File: config.mk
export PLATFORM = sky130hd
export DESIGN_NAME = dmem_ctrl
export DESIGN_NICKNAME = d
export VERILOG_FILES = /design/src/rtl/dmem_pkg.sv /design/src/rtl/dmem_lane_align.sv /design/src/rtl/dmem_ctrl.sv
export SDC_FILE = /design/constraint.sdc
export NUM_CORES = 2
export LEC_CHECK = 0
export ABC_AREA = 1
export BUFFER_PORTS_ARGS = -buffer_cell sky130_fd_sc_hd__buf_2
export CAP_MARGIN = 10
export CORE_MARGIN = 5
export CORE_UTILIZATION = 63
export CTS_CLUSTER_DIAMETER = 200
export DETAILED_ROUTE_END_ITERATION = 8
export MAX_ROUTING_LAYER = met4
export PLACE_DENSITY_LB_ADDON = 0.1
export SLEW_MARGIN = 30
export SYNTH_ARGS = -nofsm -noshare
export SYNTH_HDL_FRONTEND = slang
export SYNTH_SLANG_ARGS = --single-unit
File: constraint.sdc
create_clock -name clk -period 5.9 [get_ports clk]
set_clock_uncertainty 0.15 [all_clocks]
set_input_delay 0.59 -clock clk [delete_from_list [all_inputs] [get_ports clk]]
set_output_delay 0.59 -clock clk [all_outputs]
set_load 0.05 [all_outputs]
File: src/rtl/dmem_pkg.sv
// Shared encodings and lane helpers for the handshaked RV32I data memory.
package dmem_pkg;

  localparam logic [1:0] SZ_B = 2'b00;
  localparam logic [1:0] SZ_H = 2'b01;
  localparam logic [1:0] SZ_W = 2'b10;

  typedef enum logic [1:0] {
    ST_IDLE,
    ST_WAIT,
    ST_ACCESS,
    ST_RESP
  } state_t;

  function automatic logic [3:0] byte_mask(input logic [1:0] size, input logic [1:0] off);
    case (size)
      SZ_B:    byte_mask = 4'b0001 << off;
      SZ_H:    byte_mask = off[1] ? 4'b1100 : 4'b0011;
      SZ_W:    byte_mask = 4'b1111;
      default: byte_mask = 4'b0000;
    endcase
  endfunction

  function automatic logic [31:0] load_extend(input logic [31:0] rword, input logic [1:0] size,
                                              input logic [1:0] off, input logic uns);
    logic [7:0]  b;
    logic [15:0] h;
    b = rword[{off, 3'b000} +: 8];
    h = off[1] ? rword[31:16] : rword[15:0];
    case (size)
      SZ_B:    load_extend = uns ? {24'h0, b} : {{24{b[7]}}, b};
      SZ_H:    load_extend = uns ? {16'h0, h} : {{16{h[15]}}, h};
      default: load_extend = rword;
    endcase
  endfunction

endpackage

File: src/rtl/dmem_lane_align.sv
// Combinational lane steering: byte mask, replicated store word, extended load data, misalign flag.
module dmem_lane_align
  import dmem_pkg::*;
(
  input  logic [1:0]  size,
  input  logic [1:0]  off,
  input  logic        uns,
  input  logic [31:0] wdata,
  input  logic [31:0] rword,
  output logic [3:0]  mask,
  output logic [31:0] wword,
  output logic [31:0] rdata,
  output logic        misalign
);

  always_comb begin
    mask  = byte_mask(size, off);
    rdata = load_extend(rword, size, off, uns);
    case (size)
      SZ_B:    wword = {4{wdata[7:0]}};
      SZ_H:    wword = {2{wdata[15:0]}};
      default: wword = wdata;
    endcase
    case (size)
      SZ_B:    misalign = 1'b0;
      SZ_H:    misalign = off[0];
      SZ_W:    misalign = (off != 2'b00);
      default: misalign = 1'b1;
    endcase
  end

endmodule

File: src/rtl/dmem_ctrl.sv
// Handshaked data memory: one load/store in flight, optional wait states, registered response.
module dmem_ctrl
  import dmem_pkg::*;
#(
  parameter int unsigned DEPTH_WORDS = 64,
  parameter int unsigned WAIT_CYCLES = 0
) (
  input  logic        clk,
  input  logic        reset,
  input  logic        req_valid,
  output logic        req_ready,
  input  logic        req_we,
  input  logic [1:0]  req_size,
  input  logic        req_unsigned,
  input  logic [31:0] req_addr,
  input  logic [31:0] req_wdata,
  output logic        resp_valid,
  input  logic        resp_ready,
  output logic [31:0] resp_rdata,
  output logic        resp_err
);

  localparam int unsigned AW = $clog2(DEPTH_WORDS);
  localparam logic [3:0] WAIT_INIT = (WAIT_CYCLES > 0) ? 4'(WAIT_CYCLES - 1) : 4'd0;

  state_t      state, state_next;
  logic        we_q;
  logic [1:0]  size_q;
  logic        uns_q;
  logic [31:0] addr_q;
  logic [31:0] wdata_q;
  logic [3:0]  cnt_q;
  logic [31:0] rdata_q;
  logic        err_q;

  logic [31:0]   mem [DEPTH_WORDS];
  logic [AW-1:0] idx;
  logic          oob;
  logic          misalign;
  logic          err;
  logic          wr_en;
  logic [3:0]    mask;
  logic [31:0]   wword;
  logic [31:0]   rword;
  logic [31:0]   rdata_al;

  assign idx   = addr_q[AW+1:2];
  assign oob   = |addr_q[31:AW+2];
  assign rword = mem[idx];
  assign err   = misalign | oob;
  // Reset in the ACCESS cycle must suppress the store, so it gates the write directly.
  assign wr_en = (state == ST_ACCESS) && we_q && !err && !reset;

  dmem_lane_align u_align (
    .size     (size_q),
    .off      (addr_q[1:0]),
    .uns      (uns_q),
    .wdata    (wdata_q),
    .rword    (rword),
    .mask     (mask),
    .wword    (wword),
    .rdata    (rdata_al),
    .misalign (misalign)
  );

  always_comb begin
    state_next = state;
    case (state)
      ST_IDLE:   if (req_valid) state_next = (WAIT_CYCLES > 0) ? ST_WAIT : ST_ACCESS;
      ST_WAIT:   if (cnt_q == 4'd0) state_next = ST_ACCESS;
      ST_ACCESS: state_next = ST_RESP;
      ST_RESP:   if (resp_ready) state_next = ST_IDLE;
      default:   state_next = ST_IDLE;
    endcase
  end

  assign req_ready  = (state == ST_IDLE);
  assign resp_valid = (state == ST_RESP);
  assign resp_rdata = rdata_q;
  assign resp_err   = err_q;

  always_ff @(posedge clk) begin
    if (reset) begin
      state   <= ST_IDLE;
      cnt_q   <= '0;
      rdata_q <= '0;
      err_q   <= 1'b0;
    end else begin
      state <= state_next;
      if (state == ST_IDLE && req_valid) begin
        we_q    <= req_we;
        size_q  <= req_size;
        uns_q   <= req_unsigned;
        addr_q  <= req_addr;
        wdata_q <= req_wdata;
        cnt_q   <= WAIT_INIT;
      end
      if (state == ST_WAIT && cnt_q != 4'd0) cnt_q <= cnt_q - 4'd1;
      if (state == ST_ACCESS) begin
        err_q   <= err;
        rdata_q <= (err || we_q) ? '0 : rdata_al;
      end
    end
  end

  always_ff @(posedge clk) begin
    if (wr_en) begin
      for (int unsigned i = 0; i < 4; i++) begin
        if (mask[i]) mem[idx][8*i +: 8] <= wword[8*i +: 8];
      end
    end
  end

endmodule

-- Word level (Yosys, flattened, before mapping)
Memory sizes are Yosys's and may differ from the RTL's. A register that Yosys moved wholly into a read port is not among the register bits.
Cells that the tools add are included.
- add/subtract/negate cells: 1
- eq/ne operators: 8
- shift operators: 2
- mux-type cells: 28
- bitwise gates (word level): 2
- reductions and logical operators: 17
- operators by type and width (operator ; number):
    32-bit case mux with 2 select lines ; 2
    32-bit two-way mux ; 3
    32-bit by 6-bit indexed part select with 8-bit output ; 1
    24-bit OR reduction ; 1
    16-bit two-way mux ; 1
    1-bit two-way mux ; 12
    4-bit two-way mux ; 3
    4-bit case mux with 3 select lines ; 1
    2-bit case mux with 4 select lines ; 1
    2-bit == test (second input constant) ; 3
    2-bit two-way mux ; 3
    6-bit two-way mux ; 1
    1-bit logical AND ; 5
    2-bit by 1-bit == test with 1-bit output (second input constant) ; 2
    2-bit logical NOT ; 2
    4-bit logical NOT ; 1
    2-bit inequality test (second input constant) ; 2
    2-bit nonzero test ; 2
    4-bit nonzero test ; 1
    1-bit by 2-bit << shifter with 4-bit output (first input constant) ; 1
    4-bit by 1-bit subtractor with 4-bit output (second input constant) ; 1
    1-bit case mux with 3 select lines ; 1
    3-bit AND reduction ; 1
    1-bit logical NOT ; 2
    other kinds (5) ; 5
- register bits: 107
- RAM bits: 2048
- input bits: 72
- output and inout port bits: 35
- word-level logic and storage cells: 68
- memories: 1
- memories (name ; depth ; bits a word ; rd ports ; clocked after memory_dff ; write ports ; line ; text):
    mem ; 64 ; 32 ; 1 ; 1 ; 1 ; dmem_ctrl.sv:36 ; logic [31:0] mem [DEPTH_WORDS];

-- Logic depth before layout (Yosys ltp)
- depth after elaboration: 8
- mapped depth: 20
- depth with buffers taken out: 17

-- Modules after synthesis
A second synthesis with hierarchy kept.
- cell total of the unflattened synthesis: 7680
- area total of the unflattened synthesis: 88720.1 um^2
- modules (own cells, without submodules) (module ; times used ; cells each ; area each (um^2) ; sequential area each (um^2)):
    dmem_ctrl ; 1 ; 7389 ; 87440.1 ; 64441.8
    dmem_lane_align ; 1 ; 291 ; 1280.0 ; 0.0

-- Worst setup path after synthesis
No wires, ideal clock.
- kind: reg2reg
- start: reg size_q[1]
- end: mem mem[0][10], data pin
- setup time: 702 ps
- arrival time: 3377 ps
- required time: 5048 ps
- slack: 1671 ps
- cell stages (with the launch flop): 5
- path buffers: 2
- period minus slack after synthesis: 4229 ps
- cell sequence: edfxtp_1 -> buf_2 -> nor2_1 -> clkbuf_1 -> o21ai_0
- cells in the longest elaborated chain, start to end: 2
- elaborated cells on any way between the ends: 3
- those cells by class: eq/ne: 1; mux: 1; reduce/logical: 1
- ends and longest elaborated chain (what ; line ; text):
    start, declared ; dmem_ctrl.sv:28 ; logic [1:0] size_q;
    start signal, assigned ; dmem_ctrl.sv:92 ; size_q <= req_size;
    2-bit by 1-bit == test with 1-bit output or 2-bit logical NOT (tied branches) ; dmem_lane_align.sv:19 ; case (size)
    32-bit case mux with 2 select lines * ; dmem_lane_align.sv:19 ;
    net u_align.wword[10] ; dmem_lane_align.sv:11 ; output logic [31:0] wword,
    end, declared ; dmem_ctrl.sv:36 ;
Mark *: on every way through the listed nets, which the timed path passes. The rest lies on a longest branch.

==> results.cfg <==
[floorplanning]
dieArea_mm2 = 0.145
rows = 136
initial_utilization = 0.633
die_w_um = 381
ios = 107
fp.coreArea_mm2 = 0.137
die_y_um = 381

[power]
p_total_w = 0.0326
p_leak_nw = 31.1
powerDensity_mw_per_mm2 = 342
peakVddDrop_mv = 0.268

[placed_design]
io_buffers = 106
dp_hpwl_mm = 143
place.gp.congestion = 0.990
place_inst = 8488

[clock_tree]
cts_num_sinks = 2161
cts_made_buffers = 210
cts_setup_buffers = 0
cts_root_buffer = clkbuf_16
cts.repair.resized = 0
h-tree-depth = 4
cts_buffer_depth = 3
worstSkewPairLatency_ns = 0.85
cts_tree = built
clk_pin_slew_worst_paths_ns = 0.06
cts_hold_buffers = 71

[sta]
holdWs_ns = 0.180
hold_viol_final = 0
final_max_slew_viol_count = 0
finalSetupViolations = 0
setup_tns_ns = 0
tightest_slew_ns = 1.09
grt_setup_unrepaired = no
fmax_ghz = 0.225
post-route-min-period_ns = 4.45
maxSlewHeadroom = 0.272
fin_crit_sh = 0.754

[global_route]
antenna_found_initial = 19
grt_pass1_vias = 54700
gr-usage-met1 = 0.472
top_usage_layer = met2
grt-ovfl-total = 0
use_met2 = 0.503
grt_pass1_wl_mm = 363
grt.total_usage = 0.350
met3_usage = 0.0853
grt_max_degree = 267

[routing]
drt_pass1_iterations = 9
routed_wl_mm = 250
drt_iter0_markers = 8988
drc = 5
ant_nets = 0
routed-via-count = 58200
post_drt_wl_per_cell_um = 27.9
drt-vias-per-instance = 6.48

[finish]
drive_above_1_share = 0.0758
area_growth_pct = 9.98
final_cell_mix = edfxtp_1, nor2_1, nand2_1
final_cells = 8975
final_common_cell = edfxtp_1
final_nets = 7052

[worst_setup_path]
cp_cell_sequence = clkinv_16 > buf_4 > nand3_1 > nand3_1 > nand3_1 > nand3_1 > nand3_1 > nand3_1 > nand2_1 > inv_2 > nand2_2 > nand3_4 > nand3_1 > nand2_1 > a21oi_1
cpPeakStageDelay_ns = 0.80
critPathTopFamily = simple AND/OR/NAND/NOR gates
r2r_cells = 15
reg2reg_to = resp_rdata[10]
cp_data_arrival_time_ns = 5.07
required_ns = 6.52
cp_max_fo = 266
cp_num_buf_inv = 3
critical_path_class = reg -> reg
worstSetupStartpointType = flop
slowest_stage = dfxtp_4
r2r_slack_ns = 1.45
end_kind = flop
crit_top_cell = nand3_1

[logic_synthesis]
synth_cell_type_count = 40
syn_nets = 7056
ys_seq_area_frac = 0.742
syn-instance-count = 6983
ys.warnings.count = 0
ys_ff_latch = 2161
avgSynthCellArea_um2 = 12.4
netlist_area_mm2 = 0.0868

[min_path]
whs_endpoint = cnt_q[1]
holdPathStages = 2
min_path_type = in -> reg
hold_path.startpoint = reset

[outcome]
violations = DRC
outcome = finished, violations left

[run]
drv_cap = 0
-- cell families (layout without fill, tap and decap cells) --
| logic type | count (synthesis) | count (layout) | share of synthesized area |
|---|---|---|---|
| AO/OA/AOI/OAI | 1445 | 1445 | 0.0909 |
| adder cells (fa/ha/maj) | 1 | 1 | 0.000144 |
| buffers and inverters | 540 | 710 | 0.0333 |
| flip-flops | 2161 | 2161 | 0.742 |
| other | 0 | 28 | 0 |
| AND/OR/NAND/NOR | 2836 | 2836 | 0.133 |
-- worst max path at each step --
stage | end | slack, ns | depth (start not counted)
after floorplan | mem[0][10] | 1.67 | 4
after detailed placement | resp_rdata[17] | 1.65 | 17
after global placement | mem[10][5] | 1.59 | 7
final | resp_rdata[10] | 1.45 | 15
after CTS | resp_rdata[30] | 1.63 | 17
after global routing | resp_rdata[13] | 1.11 | 17
-- area by class of cell --
class                   count  area [µm²]
diodes                     28        70.1
clock buffers             267        5490
clock inverters           119        1100
fillers                  9537       41700
inverters                  50         250
multi-input cells        4282       19700
flip-flops and latches   2161       64500
well taps                1794        2240
repair buffers            274        2180
-- metrics by stage --
stage	setup slack (ns)	util	area, µm²
after global routing	1.11	0.696	95500
final	1.45	0.696	95500
after CTS	1.63	0.695	95300
after floorplan	1.67	-	86800
after detailed placement	1.65	0.642	88000
after global placement	1.59	0.642	88000
-- metal layers --
layer	share of wire	wire (µm)
met1	0.38	94600
met2	0.45	112000
met3	0.12	29000
met4	0.058	14400
met5	0	0
-- cell usage after synthesis (all sizes together) --
| cell | n | area [µm²] |
|---|---|---|
| a2111oi | 1 | 8.76 |
| a211oi | 1 | 7.51 |
| a21oi | 42 | 225 |
| and2 | 6 | 37.5 |
| and3 | 1 | 6.26 |
| buf | 286 | 1920 |
| clkbuf | 204 | 766 |
| clkinv | 3 | 11.3 |
| dfxtp | 45 | 901 |
| edfxtp | 2116 | 63500 |
| ha | 1 | 12.5 |
| inv | 47 | 186 |
| nand2 | 942 | 3540 |
| nand3 | 674 | 3400 |
| nand4 | 2 | 12.5 |
| nor2 | 1186 | 4450 |
| nor3 | 18 | 90.1 |
| nor4 | 6 | 37.5 |
| o211ai | 11 | 82.6 |
| o21ai | 939 | 4700 |
| o221ai | 12 | 105 |
| o22ai | 436 | 2730 |
| o311a | 1 | 10.0 |
| o31ai | 2 | 25.0 |
| or4 | 1 | 7.51 |
-- where the power goes --
part	internal, W	switching, W
combinational	0.000678	0.00202
sequential	0.0169	0.0000567
clock	0.00735	0.00564
-- registers in the layout, summed over array words and instances (netlist names), named ones only --
name,flops
size_q,2
cnt_q,4
resp_rdata,32
uns_q,1
we_q,1
state,2
resp_err,1
wdata_q,32
mem,2048
addr_q,32
Power figures use the tool's default switching activity.
